--- src/rtl/current_loop_pi_if.sv ---
`default_nettype none
// ---------------------------------------------------------------------------
// current_loop_pi_if : demand/measurement/gain inputs and PWM command outputs
// Rev 1.0
// ---------------------------------------------------------------------------
interface current_loop_pi_if #(
  parameter int DATA_W = 12,
  parameter int GAIN_W = 8
);
  logic [DATA_W-1:0] assist_req;
  logic [DATA_W-1:0] phase_meas;
  logic [GAIN_W-1:0] kp;
  logic [GAIN_W-1:0] ki;
  logic              fault_clr;
  logic [DATA_W-1:0] motor_sig;
  logic              update_strobe;
  logic              fault;
  logic [1:0]        state;

  modport master (
    output assist_req, phase_meas, kp, ki, fault_clr,
    input  motor_sig, update_strobe, fault, state
  );

  modport slave (
    input  assist_req, phase_meas, kp, ki, fault_clr,
    output motor_sig, update_strobe, fault, state
  );
endinterface
`default_nettype wire

--- src/rtl/current_loop_pi.sv ---
`default_nettype none
// ---------------------------------------------------------------------------
// current_loop_pi : PI motor-current regulator with anti-windup, slew limit,
//                   enable-threshold FSM and latched saturation fault.
// Rev 1.0
// ---------------------------------------------------------------------------
module current_loop_pi #(
  parameter int DATA_W    = 12,
  parameter int GAIN_W    = 8,
  parameter int FRAC_W    = 6,
  parameter int DIV_LOG2  = 4,
  parameter int ENABLE_TH = 3,
  parameter int SLEW_MAX  = 64,
  parameter int FAULT_CNT = 8
) (
  input  wire logic         c20k,
  input  wire logic         reset,
  current_loop_pi_if.slave  bus
);

  localparam int ACC_W = DATA_W + GAIN_W + 2;
  localparam int SAT_W = $clog2(FAULT_CNT + 1);

  localparam logic        [DATA_W-1:0] OUT_MAX = '1;
  localparam logic signed [ACC_W-1:0]  U_MAX   = ACC_W'(2**DATA_W - 1);
  localparam logic signed [ACC_W-1:0]  ACC_MAX = ACC_W'((2**DATA_W - 1) * (2**FRAC_W));
  localparam logic signed [DATA_W:0]   SLEW_S  = (DATA_W+1)'(SLEW_MAX);
  localparam logic        [DATA_W-1:0] SLEW_U  = DATA_W'(SLEW_MAX);
  localparam logic        [DATA_W-1:0] TH      = DATA_W'(ENABLE_TH);
  localparam logic        [SAT_W-1:0]  SAT_LIM = SAT_W'(FAULT_CNT);

  typedef enum logic [1:0] {
    ST_IDLE  = 2'd0,
    ST_RUN   = 2'd1,
    ST_FAULT = 2'd2
  } state_t;

  logic [DIV_LOG2-1:0]      presc_q;
  logic                     s2_q;
  logic [DATA_W-1:0]        assist_q;
  logic signed [DATA_W:0]   err_q;
  logic [GAIN_W-1:0]        kp_q;
  logic [GAIN_W-1:0]        ki_q;
  logic signed [ACC_W-1:0]  acc_q;
  logic [DATA_W-1:0]        motor_q;
  logic [SAT_W-1:0]         sat_q;
  logic                     strobe_q;
  logic                     fault_q;
  state_t                   state_q;

  logic                     tick;
  logic                     enable;
  logic signed [ACC_W-1:0]  err_x;
  logic signed [ACC_W-1:0]  kp_x;
  logic signed [ACC_W-1:0]  ki_x;
  logic signed [ACC_W-1:0]  prop;
  logic signed [ACC_W-1:0]  acc_sum;
  logic signed [ACC_W-1:0]  acc_d;
  logic signed [ACC_W-1:0]  u_sum;
  logic signed [ACC_W-1:0]  u;
  logic [DATA_W-1:0]        target;
  logic signed [DATA_W:0]   diff;
  logic [DATA_W-1:0]        motor_d;
  logic [SAT_W-1:0]         sat_d;

  assign tick   = &presc_q;
  assign enable = (assist_q > TH);

  assign err_x = {{(ACC_W-DATA_W-1){err_q[DATA_W]}}, err_q};
  assign kp_x  = {{(ACC_W-GAIN_W){1'b0}}, kp_q};
  assign ki_x  = {{(ACC_W-GAIN_W){1'b0}}, ki_q};

  always_comb begin
    prop    = err_x * kp_x;
    acc_sum = acc_q + err_x * ki_x;
    // Integrator clamps instead of wrapping so it can never wind past full scale
    if (acc_sum[ACC_W-1])
      acc_d = '0;
    else if (acc_sum > ACC_MAX)
      acc_d = ACC_MAX;
    else
      acc_d = acc_sum;

    u_sum = prop + acc_d;
    u     = u_sum >>> FRAC_W;

    if (u[ACC_W-1])
      target = '0;
    else if (u > U_MAX)
      target = OUT_MAX;
    else
      target = u[DATA_W-1:0];

    diff = $signed({1'b0, target}) - $signed({1'b0, motor_q});
    if (diff > SLEW_S)
      motor_d = motor_q + SLEW_U;
    else if (diff < -SLEW_S)
      motor_d = motor_q - SLEW_U;
    else
      motor_d = target;

    sat_d = (u >= U_MAX) ? sat_q + 1'b1 : '0;
  end

  always_ff @(posedge c20k or posedge reset) begin
    if (reset) begin
      presc_q  <= '0;
      s2_q     <= 1'b0;
      assist_q <= '0;
      err_q    <= '0;
      kp_q     <= '0;
      ki_q     <= '0;
      acc_q    <= '0;
      motor_q  <= '0;
      sat_q    <= '0;
      strobe_q <= 1'b0;
      fault_q  <= 1'b0;
      state_q  <= ST_IDLE;
    end else begin
      presc_q  <= presc_q + 1'b1;
      s2_q     <= tick;
      strobe_q <= 1'b0;

      if (tick) begin
        assist_q <= bus.assist_req;
        kp_q     <= bus.kp;
        ki_q     <= bus.ki;
        err_q    <= $signed({1'b0, bus.assist_req}) - $signed({1'b0, bus.phase_meas});
      end

      if (state_q == ST_FAULT) begin
        if (bus.fault_clr) begin
          state_q <= ST_IDLE;
          fault_q <= 1'b0;
        end
      end else if (s2_q) begin
        if (enable) begin
          // IDLE holds motor/acc at zero, so the first RUN update slews from 0
          strobe_q <= 1'b1;
          if (sat_d == SAT_LIM) begin
            state_q <= ST_FAULT;
            fault_q <= 1'b1;
            motor_q <= '0;
            acc_q   <= '0;
            sat_q   <= '0;
          end else begin
            state_q <= ST_RUN;
            motor_q <= motor_d;
            acc_q   <= acc_d;
            sat_q   <= sat_d;
          end
        end else begin
          strobe_q <= (state_q == ST_RUN);
          state_q  <= ST_IDLE;
          motor_q  <= '0;
          acc_q    <= '0;
          sat_q    <= '0;
        end
      end
    end
  end

  assign bus.motor_sig     = motor_q;
  assign bus.update_strobe = strobe_q;
  assign bus.fault         = fault_q;
  assign bus.state         = state_q;

endmodule
`default_nettype wire
--- src/flat_wrapper.sv ---
// flat-port wrapper written by rule: the top's interface ports become plain ports
module current_loop_pi_flat 
#(
  parameter int DATA_W    = 12,
  parameter int GAIN_W    = 8,
  parameter int FRAC_W    = 6,
  parameter int DIV_LOG2  = 4,
  parameter int ENABLE_TH = 3,
  parameter int SLEW_MAX  = 64,
  parameter int FAULT_CNT = 8
)
  (c20k, reset, bus_assist_req, bus_phase_meas, bus_kp, bus_ki, bus_fault_clr, bus_motor_sig, bus_update_strobe, bus_fault, bus_state);
  current_loop_pi_if #(.DATA_W(DATA_W), .GAIN_W(GAIN_W)) bus_i ();
  input  wire logic c20k;
  input  wire logic reset;
  input wire logic [$bits(bus_i.assist_req)-1:0] bus_assist_req;
  input wire logic [$bits(bus_i.phase_meas)-1:0] bus_phase_meas;
  input wire logic [$bits(bus_i.kp)-1:0] bus_kp;
  input wire logic [$bits(bus_i.ki)-1:0] bus_ki;
  input wire logic [$bits(bus_i.fault_clr)-1:0] bus_fault_clr;
  output wire logic [$bits(bus_i.motor_sig)-1:0] bus_motor_sig;
  output wire logic [$bits(bus_i.update_strobe)-1:0] bus_update_strobe;
  output wire logic [$bits(bus_i.fault)-1:0] bus_fault;
  output wire logic [$bits(bus_i.state)-1:0] bus_state;
  assign bus_i.assist_req = bus_assist_req;
  assign bus_i.phase_meas = bus_phase_meas;
  assign bus_i.kp = bus_kp;
  assign bus_i.ki = bus_ki;
  assign bus_i.fault_clr = bus_fault_clr;
  assign bus_motor_sig = bus_i.motor_sig;
  assign bus_update_strobe = bus_i.update_strobe;
  assign bus_fault = bus_i.fault;
  assign bus_state = bus_i.state;
  current_loop_pi #(.DATA_W(DATA_W), .GAIN_W(GAIN_W), .FRAC_W(FRAC_W), .DIV_LOG2(DIV_LOG2), .ENABLE_TH(ENABLE_TH), .SLEW_MAX(SLEW_MAX), .FAULT_CNT(FAULT_CNT)) u_core (.c20k(c20k), .reset(reset), .bus(bus_i));
endmodule
--- config.mk ---
export PLATFORM = sky130hd
export DESIGN_NAME = current_loop_pi_flat
export DESIGN_NICKNAME = d
export VERILOG_FILES = /design/src/rtl/current_loop_pi_if.sv /design/src/rtl/current_loop_pi.sv /design/src/flat_wrapper.sv
export SDC_FILE = /design/constraint.sdc
export NUM_CORES = 1
export LEC_CHECK = 0
export ABC_CLOCK_PERIOD_IN_PS = 14900
export CORE_ASPECT_RATIO = 1.25
export CORE_MARGIN = 5
export CORE_UTILIZATION = 60
export CTS_CLUSTER_SIZE = 20
export DETAILED_ROUTE_END_ITERATION = 8
export MAX_ROUTING_LAYER = met4
export PLACE_DENSITY = 0.9
export SLEW_MARGIN = 20
export SYNTH_ARGS = -nofsm -noshare
export SYNTH_HDL_FRONTEND = slang
export SYNTH_SLANG_ARGS = --single-unit
--- constraint.sdc ---
create_clock -name c20k -period 14.9 [get_ports c20k]
set_clock_uncertainty 0.2 [all_clocks]
set_input_delay 2.98 -clock c20k [delete_from_list [all_inputs] [get_ports c20k]]
set_output_delay 2.98 -clock c20k [all_outputs]
set_load 0.01 [all_outputs]
# Word level (Yosys, flattened, before mapping)
# Index checks and enable logic that the tools add are counted.
# totals
latchBits	0
regBits	88
in_bits	43
elab_cells	66
romBits	0
mem_bits_rw	0
mem_count	0
output_inout_bits	16
# classes
n_mul	2
n_addsub	8
n_div	0
reduce_logical	7
eq_ne	4
muxes	26
bitwise	1
n_shift	0
magnitude_cmp	6
# op_table
operator	count
$mux W12	6
$add A22 B22 Y22	2
$mul A13 B9 Y22	2
$mux W22	2
$mux W21	2
$sub A12 B12 Y13	2
$gt A22 B19 Y1 const B	1
$ge A16 B13 Y1 const B	1
$gt A16 B13 Y1 const B	1
$gt A13 B8 Y1 const B	1
$lt A13 B7 Y1 const B	1
$add A12 B7 Y12 const B	1
$gt A12 B2 Y1 const B	1
$mux W4	3
$sub A12 B7 Y12 const B	1
$mux W2	5
$add A4 B1 Y4 const B	2
$mux W1	8
$reduce_and A4 Y1	2
$reduce_bool A2 Y1	3
$eq A4 B4 Y1 const B	1
$reduce_and A2 Y1	2
$eq A2 B1 Y1 const B	1
$eq A2 B2 Y1 const B	1
other kinds (2)	2

# Logic depth before layout (Yosys ltp)
# logic_depth
ltp_word	15
mapped_depth	54
depth_no_buf	50

# Worst setup path before layout
# No wires, ideal clock.
# synth_path
kind	register to register
start	reg u_core.err_q[7]
end	reg u_core.motor_q[0] (netlist: u_core.bus.motor_sig[0])
path_stages_with_launch	51
path_buffers	5
setup_ps	149
t_required_ps	14551
arrival_time_ps	11907
slack_ps	2644
synth_period_minus_slack_ps	12256
cell_sequence	dfrtp_1 > clkbuf_1 > nand2_1 > fa_1 > inv_1 > fa_1 > inv_1 > fa_1 > inv_1 > fa_1 > inv_1 > fa_1 > inv_1 > ha_1 > buf_2 > and3_1 > nand2_1 > a2111oi_1 > [15 not listed] > a2111o_1 > nand3_1 > clkbuf_1 > o21bai_1 > ha_1 > inv_1 > fa_1 > a21oi_1 > o21bai_1 > a21o_1 > a21oi_1 > o21ai_0 > a211oi_1 > o32ai_1 > o41a_1 > or2_2 > a41oi_1 > o32ai_1
# synth_via
elab_chain_len	15
elab_cells_between_ends	20
classes_between	add/sub (3); mul (2); order compare (5); eq/ne (1); mux (9)
# synth_lines
element	line_no	text
from (decl)	current_loop_pi.sv:41	logic signed [DATA_W:0] err_q;
from (signal assigned)	current_loop_pi.sv:128	err_q <= $signed({1'b0, bus.assist_req}) - $signed({1'b0, bus.phase_meas});
$mul A13 B9 Y22	current_loop_pi.sv:75	acc_sum = acc_q + err_x * ki_x;
$add A22 B22 Y22	current_loop_pi.sv:75	
$gt A22 B19 Y1	current_loop_pi.sv:79	else if (acc_sum > ACC_MAX)
$mux W21	current_loop_pi.sv:79	
$mux W21	current_loop_pi.sv:77	if (acc_sum[ACC_W-1])
$add A22 B22 Y22 *	current_loop_pi.sv:84	u_sum = prop + acc_d;
$gt A16 B13 Y1	current_loop_pi.sv:89	else if (u > U_MAX)
$mux W12	current_loop_pi.sv:89	
$mux W12	current_loop_pi.sv:87	if (u[ACC_W-1])
$sub A12 B12 Y13	current_loop_pi.sv:94	diff = $signed({1'b0, target}) - $signed({1'b0, motor_q});
$lt A13 B7 Y1	current_loop_pi.sv:97	else if (diff < -SLEW_S)
$mux W12	current_loop_pi.sv:97	
$mux W12	current_loop_pi.sv:95	if (diff > SLEW_S)
$mux W12 *	current_loop_pi.sv:140	if (sat_d == SAT_LIM) begin
$mux W12 *	current_loop_pi.sv:137	if (enable) begin
to (signal assigned)	current_loop_pi.sv:148	motor_q <= motor_d;
to (decl)	current_loop_pi.sv:45	logic [DATA_W-1:0] motor_q;
# Every way passes the cells marked *; elsewhere a longest branch is shown, timed or not.
# A chain may end at the register's enable or synchronous reset.

# Worst setup path after layout
# layout_path
start	reg u_core.err_q[11]
end	reg u_core.motor_q[0] (netlist: u_core.bus.motor_sig[0])
# Same word-level chain as after synthesis.

==> reports/summary.txt <==
status - completed
Async S/R FF share, synth - 100%
top-area cell type share of the netlist area - 28.0%
row count - 63
vias post-DR - 11700
vias in the first global route - 12000
Post-synth top flop - dfrtp_1
top cells by count, synth - 323 x inv_1, 203 x fa_1, 177 x nand2_1
Rel. slew slack - 28.1%
Synth area leaders - fa_1 28%, dfrtp_1 15%, ha_1 11%
Post-CTS Resized - 0
Initial DRC Count - 850
DIE WIDTH - 149 microns
Mapped Area - 14500 sq um
hold_buf cts - 0
CTS tree - done
DIE HEIGHT - 184 microns
critical path required time - 14.91 ns
ANT nets after route - 0
CP max stage delay - 0.75 ns
n_diodes - 0
WP data arrival - 13.93 ns
htree depth - 3
vias per cell - 5.85
per-cell routed wire length - 18.0 microns
Synth area leader - fa_1
sequential share of the synthesized area - 14.6%
slew of the pin with the lowest slew margin - 1.06 ns
critical path startpoint category - flop
residual DRC count - 0
Netlist cell types - 91
Post-synth EDFFs - 0
RSZ-0062 raised after global routing - false
Crit Path Max Fanout - 17
first-pass GRT wire length - 59800 microns
fillers - 1900
initial antenna violation count - 0
minimum period implied by the final worst setup slack - 13.92 ns
Slew Limit Fails - 0
Core Area - 23800 sq um
Nets - 2035
Period Utilization, post-route - 93.4%
Post-Syn Area per Cell - 8.80 sq um
Initial Util - 61.0%
CTS max path bufs - 2
IO Port Bufs - 58
CP bufs+invs - 4
Clock Sink Count - 85
cell family with the largest share of critical-path delay - compound AO/OA/AOI/OAI gates
share of cells above drive strength 1 - 4.56%
max-cap violations - 0
CTS buffer count - 9
die area - 27400 sq um
post-detail-place hpwl - 29300 microns
CP Capture Type - flop
worst hold path class - flop to flop
Syn Inst Count - 1650
CP most frequent cell - fa_1
Synth Register Bits - 85
Global Route Usage Sum - 28.0%
routability cong. - 0.985
slowest CP cell - dfrtp_1
Worst-Skew Late Latency - 0.37 ns
Worst-path clk slew - 0.07 ns
FMAX - 71.8 MHz
YS warnings - 0
drt pass-1 iters - 6
top-count cell post-synth - inv_1
largest net degree at the start of global routing - 73
Post-Route WL - 35900 microns
setup violators final - 0
gr ovfl total - 0
Fin Setup TNS - 0 ns
IO Count - 59
Post-CTS Setup Bufs - 0
final hold vios - 0
hold_ws - 0.263 ns
root buffer cell - clkbuf_16
WS Path Type - flop to flop
area grow syn2layout - 7.54%
-- placed cells by master, fill, tap and decap left out, types with 16 or more instances in the layout --
master and instances:
inv_1 322, fa_1 203, nand2_1 177, ha_1 128, and2_1 126, dfrtp_1 85, nor2_1 62, a21oi_1 61
clkdlybuf4s50_1 58, o21ai_0 42, mux2_2 27, xnor2_1 26, nand3_1 24, nor3_1 23, a21o_1 23, o22ai_1 19
xor2_1 16
-- area by class of cell --
type	instances	area, sq um	share of cell area [%]
multi-input cells	1180	10900	70.0
inverters	323	1210	7.77
well taps	325	407	2.60
repair buffers	62	611	3.91
clock buffers	9	225	1.44
flip-flops and latches	85	2130	13.6
clock inverters	7	97.6	0.625
-- kinds of logic (layout without fill, tap and decap cells) --
| kind of cell | Yosys count | in the layout | synth area share, % |
|---|---|---|---|
| fa+ha+maj | 332 | 332 | 39.1 |
| compound gates | 272 | 272 | 13.4 |
| simple gates | 496 | 496 | 17.4 |
| flops | 85 | 85 | 14.6 |
| other cells | 1 | 3 | 0.0258 |
| mux | 35 | 35 | 2.76 |
| xor+xnor | 42 | 42 | 2.53 |
| buf+inv | 387 | 401 | 10.1 |
-- sequential cells by signal, indices dropped and copies added, names as in the netlist --
name                      cells
u_core.acc_q                 21
u_core.assist_q              10
u_core.bus.fault              1
u_core.kp_q                   8
u_core.bus.update_strobe      1
u_core.sat_q                  4
u_core.s2_q                   1
u_core.bus.motor_sig         12
u_core.ki_q                   8
u_core.presc_q                4
u_core.err_q                 13
u_core.bus.state              2
-- metal layers --
layer  wire (microns)  GRT usage, %
met1            13700          33.3
met5                0             -
met3             1700          3.18
met2            18800          48.2
met4             1680          12.3
-- worst paths after layout --
path	end	slack (ns)	from	cells past startpoint
min in group asynchronous	u_core.assist_q[4]	2.64	reset	2
setup reg to reg	u_core.bus.motor_sig[0]	0.98	u_core.err_q[11]	46
setup / recovery	u_core.bus.motor_sig[0]	0.98	u_core.err_q[11]	46
hold / removal	u_core.presc_q[0]	0.26	u_core.presc_q[0]	1
hold reg to reg	u_core.presc_q[0]	0.26	u_core.presc_q[0]	1
max in group asynchronous	u_core.acc_q[5]	10.59	reset	3
-- through the flow --
step           utilization [%]  std cells  instance area, sq um  setup slack (ns)
2_1_floorplan                -       1652                 14500              2.64
3_3_place_gp              64.2       1975                 15300              1.80
3_5_place_dp              64.2       1975                 15300              1.31
4_1_cts                   65.6       1991                 15600              1.19
5_1_grt                   65.6       1991                 15600             0.111
6_report                  65.6       1991                 15600             0.981
Power is left out: the tool's default activity adds up to more than one toggle a clock period on the data nets, which glitch-free logic cannot reach.
